## config.mk

```make
export PLATFORM = sky130hd
export DESIGN_NAME = ram_rd_stream
export DESIGN_NICKNAME = d
export VERILOG_FILES = /design/src/rtl/ram_rd_stream.sv
export SDC_FILE = /design/constraint.sdc
export NUM_CORES = 1
export LEC_CHECK = 0
export CELL_PAD_IN_SITES_DETAIL_PLACEMENT = 0
export CELL_PAD_IN_SITES_GLOBAL_PLACEMENT = 1
export CORE_MARGIN = 5
export CORE_UTILIZATION = 30
export DETAILED_ROUTE_END_ITERATION = 12
export GPL_TIMING_DRIVEN = 1
export HOLD_SLACK_MARGIN = 0.1
export MAX_ROUTING_LAYER = met4
export PLACE_DENSITY_LB_ADDON = 0.05
export SLEW_MARGIN = 10
export SYNTH_ARGS = -nofsm -noshare
export SYNTH_HDL_FRONTEND = slang
export SYNTH_SLANG_ARGS = --single-unit
```

## constraint.sdc

```tcl
create_clock -name clk -period 3 [get_ports clk]
set_input_delay 0.3 -clock clk [delete_from_list [all_inputs] [get_ports clk]]
set_output_delay 0.3 -clock clk [all_outputs]
set_load 0.01 [all_outputs]
```

## src/rtl/ram_rd_stream.sv

```systemverilog
// Streams words out of a ram_2p read port as a valid/ready beat sequence.
// A 2-entry skid FIFO absorbs the RAM's one-cycle read latency.
module ram_rd_stream #(
  parameter int WIDTH      = 64,
  parameter int DEPTH      = 32,
  parameter int ADDR_WIDTH = $clog2(DEPTH),
  parameter int LEN_WIDTH  = ADDR_WIDTH + 1
) (
  input  logic                  clk,
  input  logic                  rst,
  input  logic                  cmd_valid,
  output logic                  cmd_ready,
  input  logic [ADDR_WIDTH-1:0] cmd_addr,
  input  logic [LEN_WIDTH-1:0]  cmd_len,
  output logic                  enb,
  output logic [ADDR_WIDTH-1:0] addrb,
  input  logic [WIDTH-1:0]      doutb,
  output logic                  out_valid,
  input  logic                  out_ready,
  output logic [WIDTH-1:0]      out_data,
  output logic                  out_last,
  output logic                  busy
);

  typedef enum logic [1:0] {
    S_IDLE,
    S_READ,
    S_DRAIN
  } state_t;

  state_t                r_state;
  state_t                w_state_nx;
  logic [ADDR_WIDTH-1:0] r_addr;
  logic [ADDR_WIDTH-1:0] r_addr_last;
  logic [ADDR_WIDTH-1:0] w_addr_inc;
  logic [LEN_WIDTH-1:0]  r_rem;
  logic                  r_infl;
  logic                  r_infl_last;
  logic [WIDTH-1:0]      r_fdata [2];
  logic                  r_flast [2];
  logic                  r_wptr;
  logic                  r_rptr;
  logic [1:0]            r_cnt;
  logic [1:0]            w_slots;
  logic                  w_pop;
  logic                  w_issue;
  logic                  w_start;

  always_comb begin
    w_state_nx = r_state;
    w_pop      = (r_cnt != 2'd0) && out_ready;
    w_slots    = r_cnt + {1'b0, r_infl};
    w_start    = cmd_valid && (r_state == S_IDLE) && (cmd_len != '0);
    w_issue    = 1'b0;
    unique case (r_state)
      S_IDLE: begin
        if (w_start) w_state_nx = S_READ;
      end
      S_READ: begin
        // A full slot count may still issue if the head leaves this cycle.
        w_issue = (r_rem != '0) &&
                  ((w_slots < 2'd2) || ((w_slots == 2'd2) && w_pop));
        if (w_issue && (r_rem == LEN_WIDTH'(1))) w_state_nx = S_DRAIN;
      end
      S_DRAIN: begin
        if (w_pop && r_flast[r_rptr]) w_state_nx = S_IDLE;
      end
      default: w_state_nx = S_IDLE;
    endcase
  end

  assign w_addr_inc = (r_addr == ADDR_WIDTH'(DEPTH - 1)) ?
                      '0 : r_addr + ADDR_WIDTH'(1);

  assign cmd_ready = (r_state == S_IDLE);
  assign busy      = (r_state != S_IDLE);
  assign enb       = w_issue;
  assign addrb     = w_issue ? r_addr : r_addr_last;
  assign out_valid = (r_cnt != 2'd0);
  assign out_data  = r_fdata[r_rptr];
  assign out_last  = out_valid && r_flast[r_rptr];

  always_ff @(posedge clk) begin
    if (rst) begin
      r_state     <= S_IDLE;
      r_addr      <= '0;
      r_addr_last <= '0;
      r_rem       <= '0;
      r_infl      <= 1'b0;
      r_infl_last <= 1'b0;
      r_wptr      <= 1'b0;
      r_rptr      <= 1'b0;
      r_cnt       <= 2'd0;
      r_fdata[0]  <= '0;
      r_fdata[1]  <= '0;
      r_flast[0]  <= 1'b0;
      r_flast[1]  <= 1'b0;
    end else begin
      r_state <= w_state_nx;
      if (w_start) begin
        r_addr <= cmd_addr;
        r_rem  <= cmd_len;
      end else if (w_issue) begin
        r_addr      <= w_addr_inc;
        r_addr_last <= r_addr;
        r_rem       <= r_rem - LEN_WIDTH'(1);
      end
      r_infl      <= w_issue;
      r_infl_last <= w_issue && (r_rem == LEN_WIDTH'(1));
      if (r_infl) begin
        r_fdata[r_wptr] <= doutb;
        r_flast[r_wptr] <= r_infl_last;
        r_wptr          <= ~r_wptr;
      end
      if (w_pop) r_rptr <= ~r_rptr;
      r_cnt <= r_cnt + {1'b0, r_infl} - {1'b0, w_pop};
    end
  end

endmodule
```

== After elaboration in Yosys (flattened, before gate mapping) ==
Memories as Yosys holds them, arrays and structs flattened. A register that Yosys moved wholly into a read port is not among the register bits.
Index checks and enable logic that the tools add are counted.

* Add/sub/neg operators: 4
* $lt $le $gt $ge: 1
* Eq/ne operators: 8
* Mux-type cells: 26
* Bitwise logic cells: 2
* Reduce and logical (&&, ||, !) cells: 19

{| class="wikitable"
|+ Operator list
! kind !! number
|-
| 64-bit two-way mux || 1
|-
| 64-bit OR reduction || 1
|-
| 5-bit two-way mux || 4
|-
| 1-bit two-way mux || 15
|-
| 6-bit two-way mux || 2
|-
| 6-bit nonzero test || 2
|-
| 1-bit logical AND || 9
|-
| 6-bit by 1-bit equality test with 1-bit output (second input constant) || 1
|-
| 2-bit two-way mux || 3
|-
| 2-bit case mux with 3 select lines || 1
|-
| 2-bit nonzero test || 3
|-
| 6-bit by 1-bit subtractor with 6-bit output (second input constant) || 1
|-
| 5-bit by 1-bit adder with 5-bit output (second input constant) || 1
|-
| 5-bit equality test (second input constant) || 1
|-
| 2-bit equality test (second input constant) || 2
|-
| 2-bit inequality test (second input constant) || 2
|-
| 3-bit AND reduction || 1
|-
| 2-bit by 1-bit adder with 2-bit output || 1
|-
| 2-bit by 1-bit equality test with 1-bit output (second input constant) || 1
|-
| 2-bit logical NOT || 1
|-
| 2-bit less-than comparator (second input constant) || 1
|-
| 2-bit by 1-bit inequality test with 1-bit output (second input constant) || 1
|-
| 1-bit NOT || 2
|-
| 2-bit by 1-bit subtractor with 2-bit output || 1
|-
| 2 further kinds || 2
|}

* Register bits: 24
* Bits in writable memories: 130
* Input bits: 79
* Logic and storage cells: 71
* Memories kept: 2

{| class="wikitable"
|+ Memory list
! memory !! depth !! bits a word !! rd ports !! clocked after memory_dff !! write ports !! RTL line !! RTL
|-
| r_fdata || 2 || 64 || 1 || 1 || 2 || 39 || <nowiki>logic [WIDTH-1:0] r_fdata [2];</nowiki>
|-
| r_flast || 2 || 1 || 1 || 1 || 2 || 40 || <nowiki>logic r_flast [2];</nowiki>
|}

== Depth between registers and ports, before layout ==
* Word-level depth: 8
* Mapped depth: 7

== Least setup slack after synthesis ==
OpenSTA, ideal clock, no wires.

* Kind: input to register
* Start point: input port rst
* End point: memory r_fdata[0][0] (enable)
* Setup time: 422 ps
* Arrival time: 2193 ps
* Slack: 385 ps
* Stages: 3
* Cells stage by stage: clkbuf_1 > clkbuf_1 > a21o_1

{| class="wikitable"
|+ RTL lines
! item !! RTL line !! RTL
|-
| start, declared || 10 || <nowiki>input logic rst,</nowiki>
|-
| end, declared || 39 ||
|}

== Final worst setup path ==
* Start point: register r_infl
* End point: output port addrb[2]

* Longest elaborated chain between the ends: 7
* Elaborated cells on any way between the ends: 8

{| class="wikitable"
|+ RTL lines
! item !! RTL line !! RTL
|-
| start, declared || 37 || <nowiki>logic r_infl;</nowiki>
|-
| start signal, assigned || 108 || <nowiki>r_infl <= w_issue;</nowiki>
|-
| 2-bit by 1-bit adder with 2-bit output * || 52 || <nowiki>w_slots = r_cnt + {1'b0, r_infl};</nowiki>
|-
| 2-bit equality test || 62 || <nowiki>((w_slots < 2'd2) || ((w_slots == 2'd2) && w_pop));</nowiki>
|-
| 1-bit logical AND || 62 ||
|-
| 1-bit logical OR * || 62 ||
|-
| 1-bit logical AND * || 61 || <nowiki>w_issue = (r_rem != '0) &&</nowiki>
|-
| 1-bit two-way mux * || 55 || <nowiki>unique case (r_state)</nowiki>
|-
| 5-bit two-way mux * || n/a ||
|-
| end, declared || 16 || <nowiki>output logic [ADDR_WIDTH-1:0] addrb,</nowiki>
|}

Every way passes the cells marked *; elsewhere a longest branch is shown, timed or not.

==> results.py <==
metrics = {
    "grt": {
        "antenna_found_initial": 0,
        "overflow": 0,
        "grt_pass1_wl_um": 26800,
        "grt_max_degree": 66,
        "grt_pass1_vias": 4892,
        "grt.total_usage_pct": 13.5,
    },
    "yosys": {
        "yosysTopAreaCell": "edfxtp_1",
        "yosysMostFrequentCell": "and2_1",
        "synth_nets": 599,
        "synth_top_cell_area_share_pct": 56.4,
        "syn_area_sq_mm": 0.00692,
        "synth.distinct_cells": 44,
        "synth_seq_area_share_pct": 63.6,
        "synth_area_leaders": "edfxtp_1, and2_1, mux2_2",
        "synth_edf_count": 130,
        "synth_warnings": 0,
        "ys_ff_latch": 155,
        "async_reset_ff_share_pct": 0,
        "synthFlopType": "edfxtp_1",
        "synthTopCellsByCount": "and2_1, edfxtp_1, mux2_2",
        "synthCells": 513,
        "avgSynthCellArea_sq_um": 13.5,
    },
    "clocking": {
        "numClockSinks": 155,
        "clock_latency_ps": 410,
        "cts_buffer_depth": 2,
        "path_clk_slew_ps": 60,
        "cts-root-buf": "clkbuf_16",
        "cts_tree": "yes",
        "cts_hold_buffers": 0,
        "cts_buffers": 17,
        "cts_max_level": 4,
    },
    "sta": {
        "fmax_ghz": 0.342,
        "rsz0062_at_grt": "true",
        "setup_viol": 0,
        "finClkSkew_ps": 11.7,
        "finalCritPeriodShare_pct": 97.4,
        "timing.hold.ws_ps": 489,
        "final_max_slew_viol_count": 0,
        "final_hold_viol_count": 0,
        "tightest_slew_ps": 732,
        "fin_ws_ps": 77.1,
        "period_minus_slack_ps": 2920,
        "slew_headroom_pct": 51.2,
    },
    "setup_path": {
        "path_depth": 6,
        "rr_endpoint": "r_addr[0]",
        "path_max_fanout": 8,
        "critPathKind": "flip-flop to output pin",
        "endpoint": "addrb[2]",
        "r2r_cells": 6,
        "max_stage_delay_ps": 570,
        "cp_slowest_cell": "a2111o_2",
        "cp_data_arrival_time_ps": 2620,
        "end_kind": "output pin",
        "startpoint": "r_infl",
        "path_buf_inv": 1,
        "worstReg2RegStart": "r_infl",
        "crit_family": "compound AO/OA/AOI/OAI gates",
        "path_cells": "ha_1 -> nand2b_4 -> a2111o_2 -> o21ai_0 -> nand2_1 -> clkdlybuf4s50_1",
        "regToRegSetupSlack_ps": 680,
        "critPathLaunchType": "flip-flop",
        "worstPathRequired_ps": 2700,
    },
    "placed_design": {
        "io_buffers": 152,
        "gp_congestion": 0.773,
        "dp_hpwl_um": 11000,
        "dp_slack_ps": 223,
    },
    "floorplanning": {
        "rows": 55,
        "die-area_sq_mm": 0.0262,
        "core_area_sq_mm": 0.0227,
        "initial_core_util_pct": 30.5,
        "ios": 153,
        "dieHeight_um": 162,
        "die-width_um": 162,
    },
    "outcome": {
        "status": "finished clean",
    },
    "drt": {
        "drt_drc_violations_left": 0,
        "first_pass_iters": 4,
        "wire_per_inst_um": 17.8,
        "wl_um": 17200,
        "drtIter0Drc": 182,
        "via_count": 4516,
        "drt-vias-per-instance": 4.66,
        "drtAntennaViolNets": 0,
    },
    "power_and_ir_drop": {
        "ir_drop_mv": 0.370,
        "power_mw": 6.69,
        "p_leak_nw": 3.63,
        "power_per_cell_area_mw_per_mm2": 703,
    },
    "cells_and_area": {
        "nFillCells": 2151,
        "regArea_sq_mm": 0.00441,
        "antenna_cells": 0,
        "nets": 758,
        "multi_input_comb_area_sq_mm": 0.00239,
        "drive_above_1_share_pct": 18.7,
        "final_core_util_pct": 41.9,
        "area_growth_pct": 37.5,
    },
    "min_path": {
        "hp-class": "flip-flop to flip-flop",
    },
    "flow_run": {
        "drv_cap": 0,
    },
}
registers in the layout (all words and copies together), names as in the netlist, named ones only:
signal	cells
r_fdata	128
r_infl	1
r_rem	6
r_cnt	2
r_addr_last	5
r_state	2
r_rptr	1
r_flast	2
r_addr	5
r_infl_last	1
r_wptr	1
layer usage:
layer | wire, um | vias up | global-route usage [%]
met3 | 634 | 11 | 2.99
li1 | - | 2165 | -
met4 | 153 | 0 | 3.69
met5 | 0 | - | -
met1 | 7830 | 2254 | 16.6
met2 | 8610 | 86 | 22.6
how the worst min path moves through the flow:
stage | start | to | slack, ps | depth (start not counted)
after floorplan | cmd_len[5] | r_rem[5] | 450 | 2
final | r_addr_last[3] | r_addr_last[3] | 490 | 2
after detailed placement | r_addr_last[2] | r_addr_last[2] | 500 | 2
after global placement | r_rptr | flip-flop | 490 | 2
after CTS | cmd_len[1] | r_rem[1] | 480 | 3
after global routing | cmd_len[5] | r_rem[5] | 510 | 3
stage by stage:
stage	area [sq um]	std cells	TNS [ps]
finish	9520	969	0
floorplan	6920	513	0
global placement	8840	934	0
global route	9520	969	-77.3
detailed placement	8840	934	0
CTS	9510	969	0
layout by cell type, fill, tap and decap left out, types with 2 or more instances in the layout:
cell,instances
clkbuf_1,2
buf_4,14
nor3b_1,3
a2111oi_2,3
or4_1,3
o31ai_1,2
nor4_1,2
inv_1,11
o31a_1,2
xnor2_1,3
a21oi_1,6
mux2_2,64
clkdlybuf4s50_1,148
dfxtp_1,23
o21ai_0,3
nor3_1,4
a211oi_1,5
and3_2,2
o221a_2,2
or2_2,2
nand3_1,9
a311oi_1,2
and2_1,130
dlymetal6s2s_1,4
nand2_1,16
bufinv_16,5
clkinv_1,2
o21ai_1,3
edfxtp_1,130
clkinvlp_4,2
nor2_1,18
o211a_1,2
buf_12,3
clkbuf_16,17
o21a_1,3
ha_1,7
a31oi_1,4
layout make-up:
cell class	count	area share (%)
clock buffer	19	4.55
clock inverter	12	2.05
inverter	11	0.434
multi-input combinational	318	25.1
sequential	155	46.3
tap	285	3.75
timing repair buffer	169	17.8
power breakdown:
group | switching, mW | internal (mW)
Sequential | 0.132 | 2.52
Combinational | 0.757 | 0.975
Clock | 0.842 | 1.47
worst min-delay path, cell delays in order, from the launching register on:
cell and delay, ps:
dfxtp_1 310, o21ai_2 60, a21oi_1 70
what timing repair did:
action | in CTS | in global routing
resized for setup | 4 | 9
endpoints found under the setup margin | 6 | 6
pin swaps | 1 | 1
buffers inserted | 4 | 0
cells by family after synthesis:
logic type | count (synthesis) | share of synthesized area [%]
xor+xnor | 4 | 0.506
flops | 155 | 63.6
simple gates | 194 | 16.2
fa+ha+maj | 7 | 1.27
buf+inv | 40 | 2.26
mux | 65 | 10.6
compound gates | 48 | 5.55
Note: power is estimated with default switching activity, not from simulation.
